### config.mk
export PLATFORM = sky130hd
export DESIGN_NAME = c3lib_ckdiv_mon_ctn_flat
export DESIGN_NICKNAME = d
export VERILOG_FILES = /design/src/rtl/c3lib_ckdiv_mon_ctn_if.sv /design/src/rtl/c3lib_ckdiv_mon_ctn.sv /design/src/flat_wrapper.sv
export SDC_FILE = /design/constraint.sdc
export NUM_CORES = 1
export LEC_CHECK = 0
export ABC_CLOCK_PERIOD_IN_PS = 3650
export CORE_MARGIN = 4
export CORE_UTILIZATION = 45
export DETAILED_ROUTE_END_ITERATION = 6
export DONT_BUFFER_PORTS = 1
export HOLD_SLACK_MARGIN = 0.08
export PLACE_DENSITY = 0.62
export SLEW_MARGIN = 20
export SYNTH_ARGS = -nofsm -noshare
export SYNTH_HDL_FRONTEND = slang
export SYNTH_SLANG_ARGS = --single-unit
export TNS_END_PERCENT = 100
### constraint.sdc
create_clock -name clk_in -period 3.65 [get_ports clk_in]
set_input_delay 0.5475 -clock clk_in [delete_from_list [all_inputs] [get_ports clk_in]]
set_output_delay 0.5475 -clock clk_in [all_outputs]
set_load 0.01 [all_outputs]
### src/rtl/c3lib_ckdiv_mon_ctn_if.sv
// Bundle between the divided-clock monitor and whatever drives/observes it.
// master drives the monitored clock and configuration; slave is the monitor.
interface c3lib_ckdiv_mon_ctn_if #(
    parameter int DIV_W = 4
) ();
    logic             clk_div_in;
    logic             cfg_en;
    logic [DIV_W-1:0] cfg_half_period;
    logic             err_clr;
    logic             rise_pulse;
    logic             fall_pulse;
    logic [DIV_W:0]   phase;
    logic             locked;
    logic             err_sticky;

    modport master (
        output clk_div_in, cfg_en, cfg_half_period, err_clr,
        input  rise_pulse, fall_pulse, phase, locked, err_sticky
    );

    modport slave (
        input  clk_div_in, cfg_en, cfg_half_period, err_clr,
        output rise_pulse, fall_pulse, phase, locked, err_sticky
    );
endinterface

### src/rtl/c3lib_ckdiv_mon_ctn.sv
// Divided-clock monitor: samples clk_div_in on clk_in, checks each half-period
// against cfg_half_period, declares lock and flags errors once locked.
module c3lib_ckdiv_mon_ctn #(
    parameter int DIV_W    = 4,
    parameter int LOCK_CNT = 4
) (
    input logic                   clk_in,
    input logic                   rst,
    c3lib_ckdiv_mon_ctn_if.slave  mon
);
    typedef enum logic [1:0] {IDLE, ACQ, TRACK, LOCK} state_t;

    localparam logic [DIV_W-1:0] HP_MAX    = '1;
    localparam logic [DIV_W-1:0] HP_ONE    = DIV_W'(1);
    localparam logic [DIV_W:0]   PH_MAX    = '1;
    localparam logic [DIV_W:0]   PH_ONE    = (DIV_W+1)'(1);
    localparam logic [3:0]       GOOD_LOCK = 4'(LOCK_CNT);

    state_t           state, state_nxt;
    logic             prev_q;
    logic [DIV_W-1:0] hp_cnt;
    logic [3:0]       good_cnt, good_nxt;
    logic             stall_seen;
    logic             rise_q, fall_q, locked_q, err_q;
    logic [DIV_W:0]   phase_q;

    logic run, edge_s, rise_s, match, stall, bad, err_set;

    assign run    = mon.cfg_en && (mon.cfg_half_period != '0);
    assign edge_s = mon.clk_div_in != prev_q;
    assign rise_s = mon.clk_div_in & ~prev_q;
    assign match  = hp_cnt == mon.cfg_half_period;
    // A stall is reported once, then suppressed until the next sampled edge.
    assign stall  = !edge_s && (hp_cnt > mon.cfg_half_period) && !stall_seen;
    assign bad    = (edge_s && !match) || stall;

    always_comb begin
        state_nxt = state;
        good_nxt  = good_cnt;
        err_set   = 1'b0;
        case (state)
            IDLE:  state_nxt = ACQ;
            ACQ: begin
                // first rising edge only aligns us; it is not judged
                if (rise_s) begin
                    state_nxt = TRACK;
                    good_nxt  = 4'd0;
                end
            end
            TRACK: begin
                if (edge_s && match) begin
                    good_nxt = good_cnt + 4'd1;
                    if (good_cnt + 4'd1 == GOOD_LOCK) state_nxt = LOCK;
                end else if (bad) begin
                    good_nxt = 4'd0;
                end
            end
            LOCK: begin
                if (bad) begin
                    err_set   = 1'b1;
                    good_nxt  = 4'd0;
                    state_nxt = TRACK;
                end
            end
            default: state_nxt = IDLE;
        endcase
        if (!run) begin
            state_nxt = IDLE;
            good_nxt  = 4'd0;
        end
    end

    always_ff @(posedge clk_in) begin
        if (rst) begin
            state      <= IDLE;
            prev_q     <= 1'b0;
            hp_cnt     <= '0;
            good_cnt   <= 4'd0;
            stall_seen <= 1'b0;
            rise_q     <= 1'b0;
            fall_q     <= 1'b0;
            phase_q    <= '0;
            locked_q   <= 1'b0;
            err_q      <= 1'b0;
        end else begin
            state      <= state_nxt;
            good_cnt   <= good_nxt;
            prev_q     <= mon.clk_div_in;
            hp_cnt     <= edge_s ? HP_ONE : ((hp_cnt == HP_MAX) ? hp_cnt : hp_cnt + HP_ONE);
            stall_seen <= !edge_s && (stall_seen || (hp_cnt > mon.cfg_half_period));
            rise_q     <= run && rise_s;
            fall_q     <= run && edge_s && !rise_s;
            locked_q   <= state_nxt == LOCK;
            phase_q    <= ((state_nxt != LOCK) || rise_s) ? '0
                        : ((phase_q == PH_MAX) ? phase_q : phase_q + PH_ONE);
            // set beats clear when both land in the same cycle
            err_q      <= err_set | (err_q & ~mon.err_clr);
        end
    end

    assign mon.rise_pulse = rise_q;
    assign mon.fall_pulse = fall_q;
    assign mon.phase      = phase_q;
    assign mon.locked     = locked_q;
    assign mon.err_sticky = err_q;
endmodule

### src/flat_wrapper.sv
// flat-port wrapper written by rule: the top's interface ports become plain ports
module c3lib_ckdiv_mon_ctn_flat 
#(
    parameter int DIV_W    = 4,
    parameter int LOCK_CNT = 4
)
  (clk_in, rst, mon_clk_div_in, mon_cfg_en, mon_cfg_half_period, mon_err_clr, mon_rise_pulse, mon_fall_pulse, mon_phase, mon_locked, mon_err_sticky);
  c3lib_ckdiv_mon_ctn_if #(.DIV_W(DIV_W)) mon_i ();
  input logic clk_in;
  input logic rst;
  input wire logic [$bits(mon_i.clk_div_in)-1:0] mon_clk_div_in;
  input wire logic [$bits(mon_i.cfg_en)-1:0] mon_cfg_en;
  input wire logic [$bits(mon_i.cfg_half_period)-1:0] mon_cfg_half_period;
  input wire logic [$bits(mon_i.err_clr)-1:0] mon_err_clr;
  output wire logic [$bits(mon_i.rise_pulse)-1:0] mon_rise_pulse;
  output wire logic [$bits(mon_i.fall_pulse)-1:0] mon_fall_pulse;
  output wire logic [$bits(mon_i.phase)-1:0] mon_phase;
  output wire logic [$bits(mon_i.locked)-1:0] mon_locked;
  output wire logic [$bits(mon_i.err_sticky)-1:0] mon_err_sticky;
  assign mon_i.clk_div_in = mon_clk_div_in;
  assign mon_i.cfg_en = mon_cfg_en;
  assign mon_i.cfg_half_period = mon_cfg_half_period;
  assign mon_i.err_clr = mon_err_clr;
  assign mon_rise_pulse = mon_i.rise_pulse;
  assign mon_fall_pulse = mon_i.fall_pulse;
  assign mon_phase = mon_i.phase;
  assign mon_locked = mon_i.locked;
  assign mon_err_sticky = mon_i.err_sticky;
  c3lib_ckdiv_mon_ctn #(.DIV_W(DIV_W), .LOCK_CNT(LOCK_CNT)) u_core (.clk_in(clk_in), .rst(rst), .mon(mon_i));
endmodule
==> results of run 1 <==
-- layer usage --
metal	vias to the layer above	GRT usage, %	routed length, µm
met3	2	2.94	103
met5	-	0	0
met4	0	3.97	7
met1	353	17.0	949
li1	423	-	-
met2	12	19.7	870
-- cell families (layout without fill, tap and decap cells) --
group | Yosys count | count (layout)
DFF | 21 | 21
and+or+nand+nor | 45 | 45
buffers and inverters | 9 | 12
xor gates and xnor gates | 5 | 5
AOI/OAI and AO/OA | 21 | 21
muxes | 3 | 3
adders and majority gates | 9 | 9
-- worst paths after layout --
kind / endpoint / from / cells past startpoint
setup / recovery: u_core.mon.phase[0] / u_core.hp_cnt[0] / 7
hold / removal: u_core.hp_cnt[0] / rst / 1
setup reg to reg: u_core.mon.phase[0] / u_core.hp_cnt[0] / 7
hold reg to reg: u_core.stall_seen / u_core.stall_seen / 2
-- sequential cells by signal, summed over array words and instances (netlist names) --
signal                 count
u_core.good_cnt            4
u_core.hp_cnt              4
u_core.mon.err_sticky      1
u_core.mon.fall_pulse      1
u_core.mon.locked          1
u_core.mon.phase           5
u_core.mon.rise_pulse      1
u_core.prev_q              1
u_core.stall_seen          1
u_core.state               2
-- cell type report --
cell class	instances	area, µm²	area share [%]
well taps	28	35.0	3.09
flip-flops and latches	21	420	37.0
clock buffers	3	22.5	1.98
inverters	8	30.0	2.65
clock inverters	1	5.00	0.441
multi-input cells	83	622	54.8
-- power groups by stage --
| stage | clock network [mW] | registers (mW) | logic, mW |
|---|---|---|---|
| after floorplan | 0 | 0.243 | 0.0340 |
| after global placement | 0 | 0.245 | 0.0388 |
| after detailed placement | 0 | 0.245 | 0.0394 |
| after CTS | 0.119 | 0.240 | 0.0396 |
| after global routing | 0.124 | 0.241 | 0.0441 |
| final | 0.111 | 0.240 | 0.0392 |
-- critical path, delay by kind of cell, from the launching register on --
family	cells	cell delay [ns]
adders and majority gates	1	0.31
buffers and inverters	1	0.07
AOI/OAI and AO/OA	2	0.42
DFF	1	0.44
and+or+nand+nor	3	0.48
-- layout by cell type (no fill, tap or decap), types with 3 or more instances in the layout --
| cell | instances |
|---|---|
| clkbuf_4 | 3 |
| a31oi_1 | 3 |
| xnor2_1 | 3 |
| a21oi_1 | 7 |
| nor2b_1 | 3 |
| nor3_1 | 3 |
| nor2_1 | 13 |
| nand3_1 | 3 |
| inv_1 | 8 |
| ha_1 | 9 |
| dfxtp_1 | 21 |
| mux2i_1 | 3 |
| nand2_1 | 7 |
==> flow_metrics.env, run 1 <==
export IMPL_cts_root_buf="clkbuf_4"
export IMPL_viasPerCell=5.49
export IMPL_worst_slew_pin_slew_ns=0.494
export IMPL_cts_max_level=1
export IMPL_power_mw=0.390
export IMPL_grt_max_degree=13
export IMPL_synth_cells=113
export IMPL_synth_most_common_cell="dfxtp_1"
export IMPL_synth_area_top_cells="dfxtp_1, ha_1, nor2_1"
export IMPL_num_antenna_cells=0
export IMPL_antenna_found_initial=0
export IMPL_die_w_um=57.0
export IMPL_filler_cell_count=235
export IMPL_drc=0
export IMPL_clockBufferDepth=2
export IMPL_cp_required_ns=3.89
export IMPL_finalSetupTns_ns=0
export IMPL_synthArstFlopShare_pct=0
export IMPL_combPwrFrac_pct=10.0
export IMPL_placed_cells=140
export IMPL_synth_compound_area_share_pct=15.5
export IMPL_cts_tree="done"
export IMPL_p_per_area_mw_per_mm2=344
export IMPL_portBuffers=0
export IMPL_wl_per_cell_um=13.4
export IMPL_first_pass_iters=4
export IMPL_arrival_ns=2.02
export IMPL_rows=17
export IMPL_drtAntennaViolNets=0
export IMPL_hold_violations=0
export IMPL_max_cap_violations=0
export IMPL_placed_cell_area_mm2=0.00111
export IMPL_cts_setup_buffers=0
export IMPL_hold_ws_ns=0.293
export IMPL_numCtsBuffers=3
export IMPL_seqPwrFrac_pct=61.5
export IMPL_finClkSkew_ns=0.00731
export IMPL_clk_pin_slew_ns=0.12
export IMPL_synth_common_cells="dfxtp_1, nor2_1, ha_1"
export IMPL_grt_pass1_vias=746
export IMPL_syn_num_nets=131
export IMPL_vias=790
export IMPL_muxShareOfSynthArea_pct=2.78
export IMPL_cp_max_fo=5
export IMPL_nets=135
export IMPL_layout_cells_non_filler=144
export IMPL_synth_top_cell_area_share_pct=38.9
export IMPL_grt_pass1_wl_um=3250
export IMPL_syn_cell_area_mm2=0.00108
export IMPL_setup_viol=0
export IMPL_die_area_mm2=0.00325
export IMPL_hpwl_um=1490
export IMPL_synth_enable_flop_cells=0
export IMPL_post_cts_resized=0
export IMPL_final_period_utilization_pct=48.8
export IMPL_area_delta_synth_final_pct=5.10
export IMPL_core_mm2=0.00225
export IMPL_maxSlewViolCount=0
export IMPL_synth_simple_gate_area_share_pct=24.8
export IMPL_clk_latency_ns=0.30
export IMPL_synth_top_family_by_area="simple AND/OR/NAND/NOR gates"
export IMPL_hp_class="in -> reg"
export IMPL_p_switching_mw=0.100
export IMPL_ir_drop_v=0.000204
export IMPL_start_kind="register"
export IMPL_fin_crit_ns=1.78
export IMPL_max_freq_mhz=561
export IMPL_first_iter_violations=28
export IMPL_postCtsHoldBufs=0
export IMPL_yosysTopAreaCell="dfxtp_1"
export IMPL_crit_chain="inv_1, ha_1, nand4_4, nor3_4, a32o_2, o2111ai_4, nor2_1"
export IMPL_io_pins=18
export IMPL_fp_dieH_um=57.0
export IMPL_pwr_share_clk_pct=28.5
export IMPL_power_leakage_nw=0.445
export IMPL_post_place_ws_ns=1.72
export IMPL_yosys_warnings=0
export IMPL_synth_fa_ha_area_share_pct=10.4
export IMPL_critPathSlowestCell="dfxtp_1"
export IMPL_slew_headroom_pct=67.1
export IMPL_layout_setup_ws_ns=1.87
export IMPL_ys_types=38
export IMPL_yosys_area_share_xor_xnor_pct=4.06
export IMPL_synth_ff_latch_count=21
export IMPL_grt_usage_pct=12.5
export IMPL_worstSetupEndpointType="register"
export IMPL_avgSynthCellArea_um2=9.56
export IMPL_post_route_util_pct=50.3
export IMPL_grt_ovfl_total=0
export IMPL_drt_wl_total_um=1930
export IMPL_critPathMaxStageDelay_ns=0.44
export IMPL_seq_area_frac_synth_pct=38.9
export IMPL_critPathKind="reg -> reg"
export IMPL_stdcell_area_mm2=0.00113
export IMPL_internal_power_mw=0.290
export IMPL_rsz0062_at_grt="false"
export IMPL_gp_congestion=0.682
export IMPL_ys_flop_type="dfxtp_1"
export IMPL_drive_gt1_share_pct=11.2
export IMPL_status="finished clean"
export IMPL_r2r_setup_slack_ns=1.87
export IMPL_cts_sinks=21
export IMPL_initial_core_util_pct=47.9
export IMPL_sw_frac_of_total_pct=25.6
No activity file was read; power rests on OpenSTA's default activity.
==> run 2: changes to the inputs <==
--- a/config.mk
+++ b/config.mk
@@ -5,7 +5,8 @@
 export SDC_FILE = /design/constraint.sdc
 export NUM_CORES = 1
 export LEC_CHECK = 0
-export ABC_CLOCK_PERIOD_IN_PS = 3650
+export ABC_AREA = 1
+export ABC_CLOCK_PERIOD_IN_PS = 1700
 export CORE_MARGIN = 4
 export CORE_UTILIZATION = 45
 export DETAILED_ROUTE_END_ITERATION = 6
==> constraint.sdc (replaced) <==
create_clock -name clk_in -period 1.7 [get_ports clk_in]
set_input_delay 0.255 -clock clk_in [delete_from_list [all_inputs] [get_ports clk_in]]
set_output_delay 0.255 -clock clk_in [all_outputs]
set_load 0.01 [all_outputs]
==> run 2 against run 1 <==
  * Clock power increased by 120%
  * Die area increased by 2.1%
  * Utilization increased by 7.0 points
  * Routed wire length increased by 17%
  * Design area increased by 15%
  * First-iteration DRC count decreased by 25%
  * Worst hold slack got worse by 0.20 ns
  * Final cell count increased by 31%
  * Setup slack got worse by 1.8 ns
  * Combinational power increased to 3.2 times the previous value
  * Sequential share of layout area decreased by 4.4 points
  * Count of clock-buffer cells in the layout unchanged
  * Critical endpoint unchanged
==> flow_metrics.env, run 2 <==
export IMPL_final_period_utilization_pct=95.8
export IMPL_synth_most_common_cell="nand2_1"
export IMPL_cp_required_ns=1.95
export IMPL_slew_headroom_pct=74.4
export IMPL_max_cap_violations=0
export IMPL_synth_simple_gate_area_share_pct=29.8
export IMPL_max_freq_mhz=614
export IMPL_grt_max_degree=13
export IMPL_synth_area_top_cells="dfxtp_1, ha_1, nand2_1"
export IMPL_clk_pin_slew_ns=0.11
export IMPL_cts_max_level=1
export IMPL_reg2reg_from="u_core.hp_cnt[0]"
export IMPL_post_place_ws_ns=0.0873
export IMPL_drtAntennaViolNets=0
export IMPL_r2r_end="u_core.mon.phase[0]"
export IMPL_worst_slew_pin_slew_ns=0.384
export IMPL_ir_drop_v=0.000483
export IMPL_start_kind="register"
export IMPL_antenna_found_initial=0
export IMPL_cts_tree="done"
export IMPL_portBuffers=0
export IMPL_initial_core_util_pct=48.6
export IMPL_synth_top_cell_area_share_pct=38.0
export IMPL_power_leakage_nw=0.600
export IMPL_arrival_ns=1.88
export IMPL_ys_flop_type="dfxtp_1"
export IMPL_num_antenna_cells=0
export IMPL_cts_sinks=21
export IMPL_power_mw=0.888
export IMPL_first_pass_iters=4
export IMPL_cp_max_fo=5
export IMPL_area_delta_synth_final_pct=17.9
export IMPL_synthArstFlopShare_pct=0
export IMPL_p_per_area_mw_per_mm2=681
export IMPL_muxShareOfSynthArea_pct=1.81
export IMPL_synth_enable_flop_cells=0
export IMPL_core_mm2=0.00228
export IMPL_clk_latency_ns=0.32
export IMPL_maxSlewViolCount=0
export IMPL_drc=0
export IMPL_hp_class="in -> reg"
export IMPL_final_cell_mix="nand2_1, inv_1, dfxtp_1, nor2_1, a21oi_1"
export IMPL_worstSetupEndpointType="register"
export IMPL_r2r_setup_slack_ns=0.07
export IMPL_worstSetupEndpoint="u_core.mon.phase[0]"
export IMPL_stdcell_area_mm2=0.00130
export IMPL_gp_congestion=0.800
export IMPL_hpwl_um=1690
export IMPL_clockBufferDepth=2
export IMPL_setup_viol=0
export IMPL_hold_violations=0
export IMPL_wl_per_cell_um=12.0
export IMPL_fp_dieH_um=57.6
export IMPL_drive_gt1_share_pct=23.0
export IMPL_finalSetupTns_ns=0
export IMPL_placed_cell_area_mm2=0.00117
export IMPL_rr_worst_depth=12
export IMPL_finClkSkew_ns=0.0162
export IMPL_rsz0062_at_grt="true"
export IMPL_syn_num_nets=165
export IMPL_yosysTopAreaCell="dfxtp_1"
export IMPL_cts_root_buf="clkbuf_4"
export IMPL_yosys_area_share_xor_xnor_pct=3.17
export IMPL_rows=17
export IMPL_vias=937
export IMPL_largest_register_ffs=5
export IMPL_io_pins=18
export IMPL_synth_fa_ha_area_share_pct=10.2
export IMPL_syn_cell_area_mm2=0.00111
export IMPL_synth_cells=147
export IMPL_numCtsBuffers=3
export IMPL_hp_start="rst"
export IMPL_seq_area_frac_synth_pct=38.0
export IMPL_startpoint="u_core.hp_cnt[0]"
export IMPL_die_w_um=57.6
export IMPL_synth_ff_latch_count=21
export IMPL_synth_compound_area_share_pct=8.26
export IMPL_avgSynthCellArea_um2=7.52
export IMPL_fin_crit_ns=1.63
export IMPL_final_common_cell="nand2_1"
export IMPL_grt_pass1_wl_um=3720
export IMPL_drt_wl_total_um=2260
export IMPL_yosys_warnings=0
export IMPL_first_iter_violations=21
export IMPL_ys_types=25
export IMPL_die_area_mm2=0.00331
export IMPL_synth_top_family_by_area="simple AND/OR/NAND/NOR gates"
export IMPL_status="finished clean"
export IMPL_synth_common_cells="nand2_1, inv_1, dfxtp_1"
export IMPL_critPathKind="reg -> reg"
export IMPL_post_route_util_pct=57.3
export IMPL_grt_pass1_vias=964
export IMPL_nets=180
export IMPL_layout_setup_ws_ns=0.0708
export IMPL_grt_usage_pct=14.2
export IMPL_grt_ovfl_total=0
export IMPL_viasPerCell=4.96
-- run 2: cell count changes after synthesis, sizes merged, moves of 3 or more --
| cell | change |
|---|---|
| a21oi | +3 |
| inv | +17 |
| nand2 | +23 |
| nand3 | +7 |
| nor2 | +9 |
| nor2b | -3 |
| o21ai | +3 |
-- run 2: routing by layer --
metal / track usage [%] / up-vias / wire [µm]
met1: 16.6 / 421 / 1030
li1: - / 491 / -
met3: 2.94 / 5 / 95
met2: 24.5 / 20 / 1100
met4: 6.62 / 0 / 42
met5: 0 / - / 0
-- run 2: final cells by class --
class	instances	area, µm²
clock buffers	3	22.5
clock inverters	1	5.00
fillers	212	972
inverters	26	97.6
multi-input cells	100	638
flip-flops and latches	21	425
well taps	28	35.0
repair buffers	10	80.1
-- run 2: where the power goes --
part / leakage, nW / switching [mW] / internal, mW
combinational: 0.411 / 0.0730 / 0.0527
sequential: 0.172 / 0.00950 / 0.504
clock: 0.0177 / 0.161 / 0.0879
total: 0.600 / 0.243 / 0.644
-- run 2: critical path: stages (launching register included) --
cell	delay (ns)
dfxtp_2	0.36
inv_2	0.06
ha_4	0.27
nand2_4	0.05
nor2_4	0.12
nand2_4	0.07
nor2_4	0.11
nand2_1	0.05
nor2_1	0.10
nor2_1	0.06
nand2_2	0.12
nand3_4	0.10
nor2_2	0.11
-- run 2: stage by stage --
step,std cells,hold slack (ns)
floorplan,147,0.324
global placement,179,0.326
detailed placement,179,0.328
CTS,185,0.0871
global route,189,0.0866
finish,189,0.0951
-- run 2: what timing repair did --
item | CTS | global route
setup endpoints to repair | 0 | 11
hold buffers | 2 | 0
setup buffers | 0 | 4
gates resized for setup | 0 | 14
endpoints found under the hold margin | 3 | 0
-- run 2: cell families after synthesis --
kind of cell,count (synthesis)
flops,21
fa+ha+maj,9
buf+inv,26
mux,2
simple gates,68
xor+xnor,4
compound gates,17
-- run 2: how the worst min path moves through the flow --
| stage | end | cells after the start |
|---|---|---|
| after floorplan | u_core.mon.err_sticky | 1 |
| after global placement | u_core.mon.err_sticky | 1 |
| after detailed placement | u_core.mon.err_sticky | 1 |
| after CTS | u_core.state[1] | 3 |
| after global routing | u_core.state[1] | 3 |
| final | u_core.hp_cnt[0] | 2 |
==> run 3: changes to the inputs <==
--- a/config.mk
+++ b/config.mk
@@ -8,11 +8,11 @@
 export ABC_AREA = 1
 export ABC_CLOCK_PERIOD_IN_PS = 1700
 export CORE_MARGIN = 4
-export CORE_UTILIZATION = 45
+export CORE_UTILIZATION = 60
 export DETAILED_ROUTE_END_ITERATION = 6
 export DONT_BUFFER_PORTS = 1
 export HOLD_SLACK_MARGIN = 0.08
-export PLACE_DENSITY = 0.62
+export PLACE_DENSITY = 0.78
 export SLEW_MARGIN = 20
 export SYNTH_ARGS = -nofsm -noshare
 export SYNTH_HDL_FRONTEND = slang
==> run 3 against run 2 <==
  * Via count is 2.3% higher
  * First-iteration DRC count is 14% lower
  * Flip-flop and latch count stayed put
  * Combinational power is 6% higher
  * Setup slack better by 0.047 ns
  * Total power is 1.2% lower
  * Sequential power hardly changed
  * Worst hold slack better by 0.015 ns
  * Fmax is 2.9% higher
  * Sequential share of layout area is 0.27 points lower
  * Utilization is 18 points higher
  * Final cell count is 2.1% lower
  * Critical path type unchanged
  * Critical endpoint is now u_core.mon.phase[1]
==> flow_metrics.env, run 3 (same netlist as run 2, synthesis figures left out) <==
export IMPL_antenna_found_initial=0
export IMPL_drtAntennaViolNets=0
export IMPL_gp_congestion=0.829
export IMPL_first_iter_violations=18
export IMPL_first_pass_iters=4
export IMPL_initial_core_util_pct=63.4
export IMPL_arrival_ns=1.84
export IMPL_status="finished clean"
export IMPL_ir_drop_v=0.000558
export IMPL_final_cell_mix="nand2_1, inv_1, dfxtp_1, nor2_1, a21oi_1"
export IMPL_slew_headroom_pct=75.4
export IMPL_hold_violations=0
export IMPL_cts_sinks=21
export IMPL_rows=15
export IMPL_clk_latency_ns=0.30
export IMPL_filler_cell_count=125
export IMPL_placed_cell_area_mm2=0.00116
export IMPL_grt_max_degree=13
export IMPL_drc=0
export IMPL_cp_max_fo=5
export IMPL_numCtsBuffers=3
export IMPL_start_kind="register"
export IMPL_grt_usage_pct=18.6
export IMPL_stdcell_area_mm2=0.00132
export IMPL_layout_cells_non_filler=185
export IMPL_grt_ovfl_total=0
export IMPL_num_antenna_cells=0
export IMPL_register_area_um2=428
export IMPL_finClkSkew_ns=0.00537
export IMPL_hp_start="rst"
export IMPL_multi_input_area_um2=666
export IMPL_cts_root_buf="clkbuf_4"
export IMPL_hp_class="in -> reg"
export IMPL_fp_dieH_um=50.9
export IMPL_cts_tree="done"
export IMPL_power_leakage_nw=0.599
export IMPL_cp_required_ns=1.96
export IMPL_maxSlewViolCount=0
export IMPL_area_delta_synth_final_pct=19.6
export IMPL_cts_max_level=1
export IMPL_layout_setup_ws_ns=0.117
export IMPL_final_period_utilization_pct=93.1
export IMPL_fin_crit_ns=1.58
export IMPL_wl_per_cell_um=12.8
export IMPL_clk_pin_slew_ns=0.11
export IMPL_max_freq_mhz=632
export IMPL_vias=959
export IMPL_final_common_cell="nand2_1"
export IMPL_worst_slew_pin_slew_ns=0.369
export IMPL_io_pins=18
export IMPL_nets=179
export IMPL_die_area_mm2=0.00259
export IMPL_p_per_area_mw_per_mm2=663
export IMPL_hpwl_um=1650
export IMPL_reg2reg_from="u_core.hp_cnt[2]"
export IMPL_die_w_um=50.9
export IMPL_critPathKind="reg -> reg"
export IMPL_drt_wl_total_um=2370
export IMPL_largest_register_ffs=5
export IMPL_post_place_ws_ns=0.0714
export IMPL_placed_cells=175
export IMPL_clockBufferDepth=2
export IMPL_grt_pass1_wl_um=3630
export IMPL_drive_gt1_share_pct=24.4
export IMPL_setup_viol=0
export IMPL_grt_pass1_vias=886
export IMPL_viasPerCell=5.18
export IMPL_core_mm2=0.00175
export IMPL_worstSetupEndpointType="register"
export IMPL_max_cap_violations=0
export IMPL_portBuffers=0
export IMPL_startpoint="u_core.hp_cnt[2]"
[run 3: worst max-delay path, cell delays in order, from the launching register on]
cell	delay, ns
dfxtp_4	0.38
ha_4	0.26
nand2_2	0.08
nor2_4	0.14
nand2_4	0.07
nor2_4	0.10
nand2_1	0.05
nor2_1	0.10
nor2_1	0.06
nand2_2	0.10
nand3_4	0.09
nor2_2	0.11
[run 3: stage by stage]
step           hold slack [ns]  TNS [ns]  util [%]  total power, mW
2_1_floorplan            0.324         0         -            0.594
3_3_place_gp             0.325         0      66.5            0.610
3_5_place_dp             0.331         0      66.5            0.615
4_1_cts                  0.104         0      69.2            0.854
5_1_grt                  0.101   -0.0879      75.8            0.928
6_report                 0.110         0      75.8            0.877
[run 3: what timing repair did]
| action | CTS | global route |
|---|---|---|
| setup endpoints to repair | 0 | 11 |
| buffers inserted | 0 | 4 |
| hold endpoints to repair | 3 | 0 |
| gates resized for setup | 0 | 18 |
| hold buffers | 2 | 0 |
[run 3: cell type report]
type | instances | area share [%]
multi-input cells | 100 | 50.3
flip-flops and latches | 21 | 32.4
inverters | 26 | 7.38
repair buffers | 9 | 5.49
well taps | 25 | 2.37
clock buffers | 3 | 1.70
clock inverters | 1 | 0.378
[run 3: worst paths after layout]
| path | endpoint | slack (ns) | cells after the start |
|---|---|---|---|
| hold reg to reg | u_core.good_cnt[1] | 0.50 | 2 |
| setup / recovery | u_core.mon.phase[1] | 0.12 | 11 |
| setup reg to reg | u_core.mon.phase[1] | 0.12 | 11 |
| hold / removal | u_core.hp_cnt[0] | 0.11 | 2 |
[run 3: power by group]
group	switching [mW]	internal, mW	leakage, nW	total [mW]
combinational	0.0770	0.0556	0.409	0.133
sequential	0.0102	0.502	0.172	0.512
clock	0.144	0.0879	0.0177	0.232
[run 3: layer usage]
layer  routed length [µm]  vias to the layer above  track usage (%)
li1                     -                      492                -
met1                 1010                      434             22.6
met2                 1210                       26             31.1
met3                  108                        7             5.25
met4                   46                        0             6.73
met5                    0                        -                0
